==> src/rtl/leaf_stream_packetizer_if.sv <==
// Bus bundle for the leaf stream packetizer: user word stream in, BFT packets in and out.
// The slave modport is the packetizer side; master is whoever drives it.
interface leaf_stream_packetizer_if #(
   parameter int unsigned PACKET_BITS  = 49,
   parameter int unsigned PAYLOAD_BITS = 32
);
   logic [PACKET_BITS-1:0]  din_leaf_bft2interface;
   logic [PACKET_BITS-1:0]  dout_leaf_interface2bft;
   logic [PAYLOAD_BITS-1:0] din_leaf_user2interface;
   logic                    vld_user2interface;
   logic                    ack_interface2user;

   modport master (
      output din_leaf_bft2interface,
      output din_leaf_user2interface,
      output vld_user2interface,
      input  dout_leaf_interface2bft,
      input  ack_interface2user
   );

   modport slave (
      input  din_leaf_bft2interface,
      input  din_leaf_user2interface,
      input  vld_user2interface,
      output dout_leaf_interface2bft,
      output ack_interface2user
   );
endinterface

==> src/rtl/leaf_stream_packetizer.sv <==
// Buffers user output words and wraps them into credit-metered BFT packets
// addressed to a destination leaf/port programmed by a config packet.
module leaf_stream_packetizer #(
   parameter int unsigned PACKET_BITS        = 49,
   parameter int unsigned PAYLOAD_BITS       = 32,
   parameter int unsigned NUM_LEAF_BITS      = 5,
   parameter int unsigned NUM_PORT_BITS      = 4,
   parameter int unsigned NUM_ADDR_BITS      = 7,
   parameter int unsigned NUM_BRAM_ADDR_BITS = 7,
   parameter int unsigned FIFO_DEPTH_BITS    = 3
) (
   input  logic                     clk,
   input  logic                     reset,
   leaf_stream_packetizer_if.slave  bus,
   output logic                     configured
);

   localparam int unsigned CreditBits = NUM_BRAM_ADDR_BITS + 1;
   localparam int unsigned SumBits    = CreditBits + 1;
   localparam int unsigned CreditMax  = 1 << NUM_BRAM_ADDR_BITS;
   localparam int unsigned FifoDepth  = 1 << FIFO_DEPTH_BITS;
   localparam int unsigned PortLo     = PAYLOAD_BITS + NUM_ADDR_BITS;

   typedef enum logic [0:0] {StUnconfig, StRun} state_e;

   state_e                     state_q, state_d;
   logic [NUM_LEAF_BITS-1:0]   dest_leaf_q, dest_leaf_d;
   logic [NUM_PORT_BITS-1:0]   dest_port_q, dest_port_d;
   logic [NUM_ADDR_BITS-1:0]   addr_q, addr_d;
   logic [CreditBits-1:0]      credit_q, credit_d;
   logic [PACKET_BITS-1:0]     dout_q, dout_d;
   logic [FIFO_DEPTH_BITS:0]   wr_ptr_q, wr_ptr_d, rd_ptr_q, rd_ptr_d;
   logic [PAYLOAD_BITS-1:0]    mem_q [FifoDepth];

   logic                       in_valid, is_credit, is_config;
   logic [NUM_PORT_BITS-1:0]   in_port;
   logic [CreditBits-1:0]      credit_n;
   logic [PAYLOAD_BITS-1:0]    in_payload;
   logic                       fifo_empty, fifo_full, push, emit;
   logic [PAYLOAD_BITS-1:0]    head;
   logic [SumBits-1:0]         credit_sum;
   logic                       unused_bft;

   assign in_valid   = bus.din_leaf_bft2interface[PACKET_BITS-1];
   assign in_port    = bus.din_leaf_bft2interface[PortLo +: NUM_PORT_BITS];
   assign in_payload = bus.din_leaf_bft2interface[PAYLOAD_BITS-1:0];
   assign credit_n   = bus.din_leaf_bft2interface[NUM_BRAM_ADDR_BITS:0];
   assign is_credit  = in_valid && (in_port == '0);
   assign is_config  = in_valid && (in_port == NUM_PORT_BITS'(1));
   assign unused_bft = ^bus.din_leaf_bft2interface;

   // Extra pointer bit distinguishes full from empty when indices match.
   assign fifo_empty = (wr_ptr_q == rd_ptr_q);
   assign fifo_full  = (wr_ptr_q[FIFO_DEPTH_BITS] != rd_ptr_q[FIFO_DEPTH_BITS]) &&
                       (wr_ptr_q[FIFO_DEPTH_BITS-1:0] == rd_ptr_q[FIFO_DEPTH_BITS-1:0]);

   assign push = bus.vld_user2interface && !fifo_full && !reset;
   assign bus.ack_interface2user = push;

   // Empty FIFO bypasses the incoming word so it leaves one cycle after acceptance.
   assign head = fifo_empty ? bus.din_leaf_user2interface
                            : mem_q[rd_ptr_q[FIFO_DEPTH_BITS-1:0]];
   assign emit = (state_q == StRun) && (!fifo_empty || push) && (credit_q != '0);

   always_comb begin
      state_d     = state_q;
      dest_leaf_d = dest_leaf_q;
      dest_port_d = dest_port_q;
      addr_d      = addr_q;
      wr_ptr_d    = wr_ptr_q;
      rd_ptr_d    = rd_ptr_q;
      dout_d      = '0;

      if (push) begin
         wr_ptr_d = wr_ptr_q + 1'b1;
      end
      if (emit) begin
         rd_ptr_d = rd_ptr_q + 1'b1;
         addr_d   = addr_q + 1'b1;
         dout_d   = {1'b1, dest_leaf_q, dest_port_q, addr_q, head};
      end

      if (is_config) begin
         dest_leaf_d = in_payload[NUM_PORT_BITS +: NUM_LEAF_BITS];
         dest_port_d = in_payload[NUM_PORT_BITS-1:0];
         addr_d      = '0;
      end

      unique case (state_q)
         StUnconfig: if (is_config) state_d = StRun;
         StRun:      state_d = StRun;
         default:    state_d = StUnconfig;
      endcase

      // Never underflows: emit implies credit_q >= 1.
      credit_sum = SumBits'(credit_q) + (is_credit ? SumBits'(credit_n) : '0) - SumBits'(emit);
      if (credit_sum > SumBits'(CreditMax)) begin
         credit_d = CreditBits'(CreditMax);
      end else begin
         credit_d = credit_sum[CreditBits-1:0];
      end
   end

   always_ff @(posedge clk) begin
      if (reset) begin
         state_q     <= StUnconfig;
         dest_leaf_q <= '0;
         dest_port_q <= '0;
         addr_q      <= '0;
         credit_q    <= CreditBits'(CreditMax);
         dout_q      <= '0;
         wr_ptr_q    <= '0;
         rd_ptr_q    <= '0;
      end else begin
         state_q     <= state_d;
         dest_leaf_q <= dest_leaf_d;
         dest_port_q <= dest_port_d;
         addr_q      <= addr_d;
         credit_q    <= credit_d;
         dout_q      <= dout_d;
         wr_ptr_q    <= wr_ptr_d;
         rd_ptr_q    <= rd_ptr_d;
      end
   end

   always_ff @(posedge clk) begin
      if (push) begin
         mem_q[wr_ptr_q[FIFO_DEPTH_BITS-1:0]] <= bus.din_leaf_user2interface;
      end
   end

   assign bus.dout_leaf_interface2bft = dout_q;
   assign configured                  = (state_q == StRun);

endmodule

==> src/flat_wrapper.sv <==
// flat-port wrapper written by rule: the top's interface ports become plain ports
module leaf_stream_packetizer_flat 
#(
   parameter int unsigned PACKET_BITS        = 49,
   parameter int unsigned PAYLOAD_BITS       = 32,
   parameter int unsigned NUM_LEAF_BITS      = 5,
   parameter int unsigned NUM_PORT_BITS      = 4,
   parameter int unsigned NUM_ADDR_BITS      = 7,
   parameter int unsigned NUM_BRAM_ADDR_BITS = 7,
   parameter int unsigned FIFO_DEPTH_BITS    = 3
)
  (clk, reset, configured, bus_din_leaf_bft2interface, bus_din_leaf_user2interface, bus_vld_user2interface, bus_dout_leaf_interface2bft, bus_ack_interface2user);
  leaf_stream_packetizer_if #(.PACKET_BITS(PACKET_BITS), .PAYLOAD_BITS(PAYLOAD_BITS)) bus_i ();
  input  logic clk;
  input  logic reset;
  output logic configured;
  input wire logic [$bits(bus_i.din_leaf_bft2interface)-1:0] bus_din_leaf_bft2interface;
  input wire logic [$bits(bus_i.din_leaf_user2interface)-1:0] bus_din_leaf_user2interface;
  input wire logic [$bits(bus_i.vld_user2interface)-1:0] bus_vld_user2interface;
  output wire logic [$bits(bus_i.dout_leaf_interface2bft)-1:0] bus_dout_leaf_interface2bft;
  output wire logic [$bits(bus_i.ack_interface2user)-1:0] bus_ack_interface2user;
  assign bus_i.din_leaf_bft2interface = bus_din_leaf_bft2interface;
  assign bus_i.din_leaf_user2interface = bus_din_leaf_user2interface;
  assign bus_i.vld_user2interface = bus_vld_user2interface;
  assign bus_dout_leaf_interface2bft = bus_i.dout_leaf_interface2bft;
  assign bus_ack_interface2user = bus_i.ack_interface2user;
  leaf_stream_packetizer #(.PACKET_BITS(PACKET_BITS), .PAYLOAD_BITS(PAYLOAD_BITS), .NUM_LEAF_BITS(NUM_LEAF_BITS), .NUM_PORT_BITS(NUM_PORT_BITS), .NUM_ADDR_BITS(NUM_ADDR_BITS), .NUM_BRAM_ADDR_BITS(NUM_BRAM_ADDR_BITS), .FIFO_DEPTH_BITS(FIFO_DEPTH_BITS)) u_core (.clk(clk), .reset(reset), .bus(bus_i), .configured(configured));
endmodule
==> config.mk <==
export PLATFORM = sky130hd
export DESIGN_NAME = leaf_stream_packetizer_flat
export DESIGN_NICKNAME = d
export VERILOG_FILES = /design/src/rtl/leaf_stream_packetizer_if.sv /design/src/rtl/leaf_stream_packetizer.sv /design/src/flat_wrapper.sv
export SDC_FILE = /design/constraint.sdc
export NUM_CORES = 1
export LEC_CHECK = 0
export ABC_AREA = 1
export CAP_MARGIN = 25
export CORE_UTILIZATION = 57
export DETAILED_ROUTE_END_ITERATION = 6
export GPL_TIMING_DRIVEN = 1
export PLACE_DENSITY_LB_ADDON = 0.2
export RECOVER_POWER = 50
export SLEW_MARGIN = 10
export SYNTH_ARGS = -nofsm -noshare
export SYNTH_HDL_FRONTEND = slang
export SYNTH_SLANG_ARGS = --single-unit
==> constraint.sdc <==
create_clock -name clk -period 6.2 [get_ports clk]
set_input_delay 1.86 -clock clk [delete_from_list [all_inputs] [get_ports clk]]
set_output_delay 1.86 -clock clk [all_outputs]
set_load 0.02 [all_outputs]
# Word-level counts from Yosys, hierarchy flattened
# Memories as Yosys holds them, arrays and structs flattened. A register that Yosys moved wholly into a read port is not among the register bits.
# Cells that the tools add are included.
# word_totals
n_memories	1
output_inout_bits	51
regBits	82
ramBits	256
elab_cells	47
input_bits	84
# memory_table
name	depth	word_bits	rd	rd_ports_with_merged_regs	write_ports	line	text
u_core.mem_q	8	32	1	1	1	leaf_stream_packetizer.sv:33	logic [PAYLOAD_BITS-1:0] mem_q [FifoDepth];
# op_classes
add_sub_neg	5
muxes	9
order_cmp	1
n_eq_ne	4
bitwise	2
reduce_logical	16
# ops
op	n
two-way mux 49 bit	1
two-way mux 32 bit	1
adder 8 x 9 -> 9 bit	1
> comparator 9 x 8 -> 1 bit (second input constant)	1
subtractor 9 x 1 -> 9 bit	1
adder 4 x 1 -> 4 bit (second input constant)	2
two-way mux 8 bit	1
nonzero test 8 bit	1
adder 7 x 1 -> 7 bit (second input constant)	1
logical AND 1 bit	7
two-way mux 3 bit	2
OR reduction 2 bit	3
equality test 4 x 1 -> 1 bit (second input constant)	1
equality test 4 bit	1
logical NOT 4 bit	1
equality test 3 bit	1
logical NOT 1 bit	3
two-way mux 1 bit	3
inverter 1 bit	2
case mux 1 bit (2 select lines)	1
logical OR 1 bit	1
!= test 1 bit	1

# Longest topological paths before layout
# depth
depth_word	11
depth_mapped	21
ltp_nobuf	21

# Least setup slack after synthesis
# OpenSTA, ideal clock, no wires.
# synth_timing
path_kind	input-to-reg
startpoint	in reset
endpoint	mem u_core.mem_q[6][0] (enable)
arrival_time_ns	4.960
setup_ns	0.461
slack_ns	0.779
t_required_ns	5.739
stages	4
path_buffers	1
cell_sequence	clkbuf_1 > nor2_1 > nand2_1 > nor3_1
# synth_via
elab_chain_cells	4
# synth_rtl
item	line	text
start: declaration	flat_wrapper.sv:15	input logic reset;
logical NOT 1 bit	leaf_stream_packetizer.sv:57	assign push = bus.vld_user2interface && !fifo_full && !reset;
logical AND 1 bit	leaf_stream_packetizer.sv:57	
named net bus_ack_interface2user	flat_wrapper.sv:21	output wire logic [$bits(bus_i.ack_interface2user)-1:0] bus_ack_interface2user;
two-way mux 1 bit	leaf_stream_packetizer.sv:127	if (push) begin
two-way mux 1 bit (not written as such)	leaf_stream_packetizer.sv:128	mem_q[wr_ptr_q[FIFO_DEPTH_BITS-1:0]] <= bus.din_leaf_user2interface;
end: declaration	leaf_stream_packetizer.sv:33	
# The timed path passes the listed nets, and every way through them passes these cells.

# Worst setup path in the final report
# layout_timing
startpoint	in bus_vld_user2interface
endpoint	out bus_ack_interface2user
# layout_via
elab_chain_cells	2
# layout_rtl
item	line	text
start: declaration	flat_wrapper.sv:19	input wire logic [$bits(bus_i.vld_user2interface)-1:0] bus_vld_user2interface;
logical AND 1 bit (2 in a row)	leaf_stream_packetizer.sv:57	
end: declaration	flat_wrapper.sv:21	
# Every way passes these cells.

==> flow_metrics.tcl <==
set metrics [dict create \
    cts_tree "yes" \
    peakVddDrop_uv 214 \
    r2r-end "u_core.credit_q[2]" \
    yosys_warnings 0 \
    wl_met1_um 12600 \
    worstPathBufferInverterCount 2 \
    power.density_nw_per_um2 302 \
    synth-seq-cells 341 \
    maxCapViolCount 0 \
    synth_top_family_by_area "simple AND/OR/NAND/NOR gates" \
    grt_start_max_net_pins 99 \
    globalplace.congestion 0.802 \
    critPathKind "primary input to output port" \
    crit_required_ps 4340 \
    firstDrtPassIters 5 \
    vias 9196 \
    cp_num_cells 4 \
    crit_family "buffers and inverters" \
    dieArea_um2 25000 \
    finalWorstSetupSlack_ps 679 \
    crit_path_start_kind "primary input" \
    synth_nets 1363 \
    cts_made_buffers 34 \
    synth-edff-count 256 \
    synth_fa_ha_area_frac 0.0185 \
    grt.total_usage 0.238 \
    cts.sinks 341 \
    top_layer_used "met4" \
    p_leak_nw 6.07 \
    nets 1450 \
    post_cts_buffers 0 \
    final_common_cell "edfxtp_1" \
    dieWidth_um 158 \
    synthMuxAreaShare 0 \
    place_ws_ps 781 \
    path_clk_slew_ps 60 \
    cts_resized 0 \
    wl_um 28700 \
    cpMaxStageDelayCell "clkdlybuf4s50_1" \
    final_cell_mix "edfxtp_1 (256), nand2_1 (227), o21ai_0 (163)" \
    timing.final.crit_period_ps 5520 \
    hp-start "u_core.dest_leaf_q[4]" \
    setup_violations 0 \
    fin_crit_sh 0.891 \
    syn2layout_area_growth_pct 17.1 \
    syn_avg_cell_area_um2 11.0 \
    die_h_um 158 \
    fmax_ghz 0.181 \
    ys_types 36 \
    seq_area_frac_synth 0.675 \
    synth_area_um2 13900 \
    gr-total-overflow 0 \
    numPortBuffers 99 \
    final_layout_size_suffix_gt1_frac 0.113 \
    wl_per_cell_um 17.0 \
    wl_met3_um 1700 \
    place.detailed.hpwl_um 15800 \
    first_iter_violations 741 \
    synth_xor_area_frac 0.00810 \
    crit_end "bus_ack_interface2user" \
    status "finished clean" \
    clock_latency_ps 510 \
    drv_slew 0 \
    r2r_start "u_core.wr_ptr_q[3]" \
    max_stage_delay_ps 700 \
    crit_chain "dlygate4sd3_1 -> nand2_1 -> nor2_1 -> clkdlybuf4s50_1" \
    grt_pass1_wl_um 45400 \
    arrival_ps 3660 \
    fin_skew_ps 16.7 \
    reg2reg_setup_slack_ps 2180 \
    cts_hold_buf 0 \
    dr_wl_met2_um 13800 \
    ios 135 \
    row_count 56 \
    route.detailed.drc 0 \
    rsz0062_at_grt "false" \
    root_buffer "clkbuf_16" \
    clk_path_buf_depth 3 \
    start_util 0.587 \
    htreeDepth 2 \
    synth-compound-area-share 0.119 \
    relSlewSlack 0.392 \
    async_flop_share 0 \
    syn-instance-count 1259 \
    antenna_left 0 \
    hp-class "flip-flop to flip-flop" \
    worst_r2r_path_depth 22 \
    synth-simple-area-share 0.129 \
    viasPerCell 5.44 \
    hold_violations 0 \
    ys.flop_type "edfxtp_1" \
    fin_tns_setup_ps 0 \
    core_um2 23700 \
    antenna_found_initial 1 \
    startpoint "bus_vld_user2interface" \
    worstSetupEndpointType "output port" \
    grt_pass1_vias 8730 \
    crit_fanout 5 \
    tightest_slew_ps 910 \
]
==> flip-flops by register name (all words and copies together), names as in the netlist, named ones only <==
name,count
u_core.credit_q,8
u_core.dest_leaf_q,5
u_core.rd_ptr_q,4
u_core.addr_q,7
u_core.wr_ptr_q,4
u_core.bus.dout_leaf_interface2bft,49
u_core.configured,1
u_core.dest_port_q,4
u_core.mem_q,256
==> cells in the mapped netlist, drive strengths merged (2+ instances only) <==
master    n  area, µm²
o21ai   171        856
ha       19        238
nor4      2       12.5
or2      65        407
xor2      9       86.3
a21oi    60        304
nand4     5       31.3
o21a      2       15.0
clkbuf   44        166
o211ai   32        240
nand2   227        862
o22ai    32        200
nor2     83        334
inv     107        404
xnor2     3       26.3
edfxtp  256       7690
dfxtp    85       1700
nand3    27        135
buf      24        124
==> where the power goes <==
part / total (mW) / internal, mW / switching (mW) / leakage, nW
clock: 1.95 / 1.14 / 0.809 / 0.513
combinational: 0.472 / 0.168 / 0.303 / 2.56
sequential: 2.50 / 2.49 / 0.0157 / 3.00
==> cell type report <==
type	count	area (µm²)
Tap cell	319	399
Clock buffer	45	933
Sequential cell	341	9400
Timing Repair Buffer	119	1170
Multi-Input combinational cell	743	3850
Inverter	107	404
Clock inverter	15	126
Antenna cell	1	2.50
Fill cell	1731	7400
==> kinds of logic (layout without fill, tap and decap cells) <==
kind of cell / after synthesis / in the layout
simple gates: 411 / 411
compound gates: 300 / 300
fa+ha+maj: 20 / 20
xor+xnor: 12 / 12
other cells: 0 / 1
flops: 341 / 341
buf+inv: 175 / 286
==> worst min-delay path by stage <==
| stage | end | slack [ps] | cells after the start |
|---|---|---|---|
| 6_report | u_core.bus.dout_leaf_interface2bft[47] | 450 | 2 |
| 3_5_place_dp | u_core.bus.dout_leaf_interface2bft[39] | 440 | 2 |
| 2_1_floorplan | u_core.bus.dout_leaf_interface2bft[39] | 430 | 2 |
| 5_1_grt | u_core.bus.dout_leaf_interface2bft[41] | 460 | 2 |
| 3_3_place_gp | u_core.bus.dout_leaf_interface2bft[44] | 440 | 2 |
| 4_1_cts | u_core.bus.dout_leaf_interface2bft[41] | 450 | 2 |
==> metrics by stage <==
| stage | instance area (µm²) | hold slack [ps] | utilization | power (mW) | instances |
|---|---|---|---|---|---|
| 2_1_floorplan | 13900 | 428 | - | 2.88 | 1259 |
| 3_3_place_gp | 15200 | 437 | 0.642 | 3.01 | 1627 |
| 3_5_place_dp | 15200 | 442 | 0.643 | 3.02 | 1628 |
| 4_1_cts | 16300 | 448 | 0.688 | 4.96 | 1688 |
| 5_1_grt | 16300 | 460 | 0.688 | 5.12 | 1689 |
| 6_report | 16300 | 445 | 0.688 | 4.93 | 1690 |
==> worst register-to-register path: stages, from the launching register on <==
cell	delay, ps
dfxtp_1	410
xor2_2	150
buf_4	460
inv_2	50
o2111ai_1	330
nand2_1	440
inv_4	200
ha_1	240
inv_1	60
ha_1	170
inv_1	60
fa_1	390
inv_1	110
nand2_1	60
nand2_1	70
nand3_1	90
nand2_1	70
nand2_1	40
nand2_1	80
nand3_1	80
nand2_1	60
nand3_1	170
nor2_1	160
==> layer usage <==
metal / track usage / vias to the layer above
li1: - / 4515
met1: 0.322 / 4319
met2: 0.391 / 311
met3: 0.0402 / 51
met4: 0.0755 / 0
met5: 0 / -
Power figures use the tool's default switching activity.
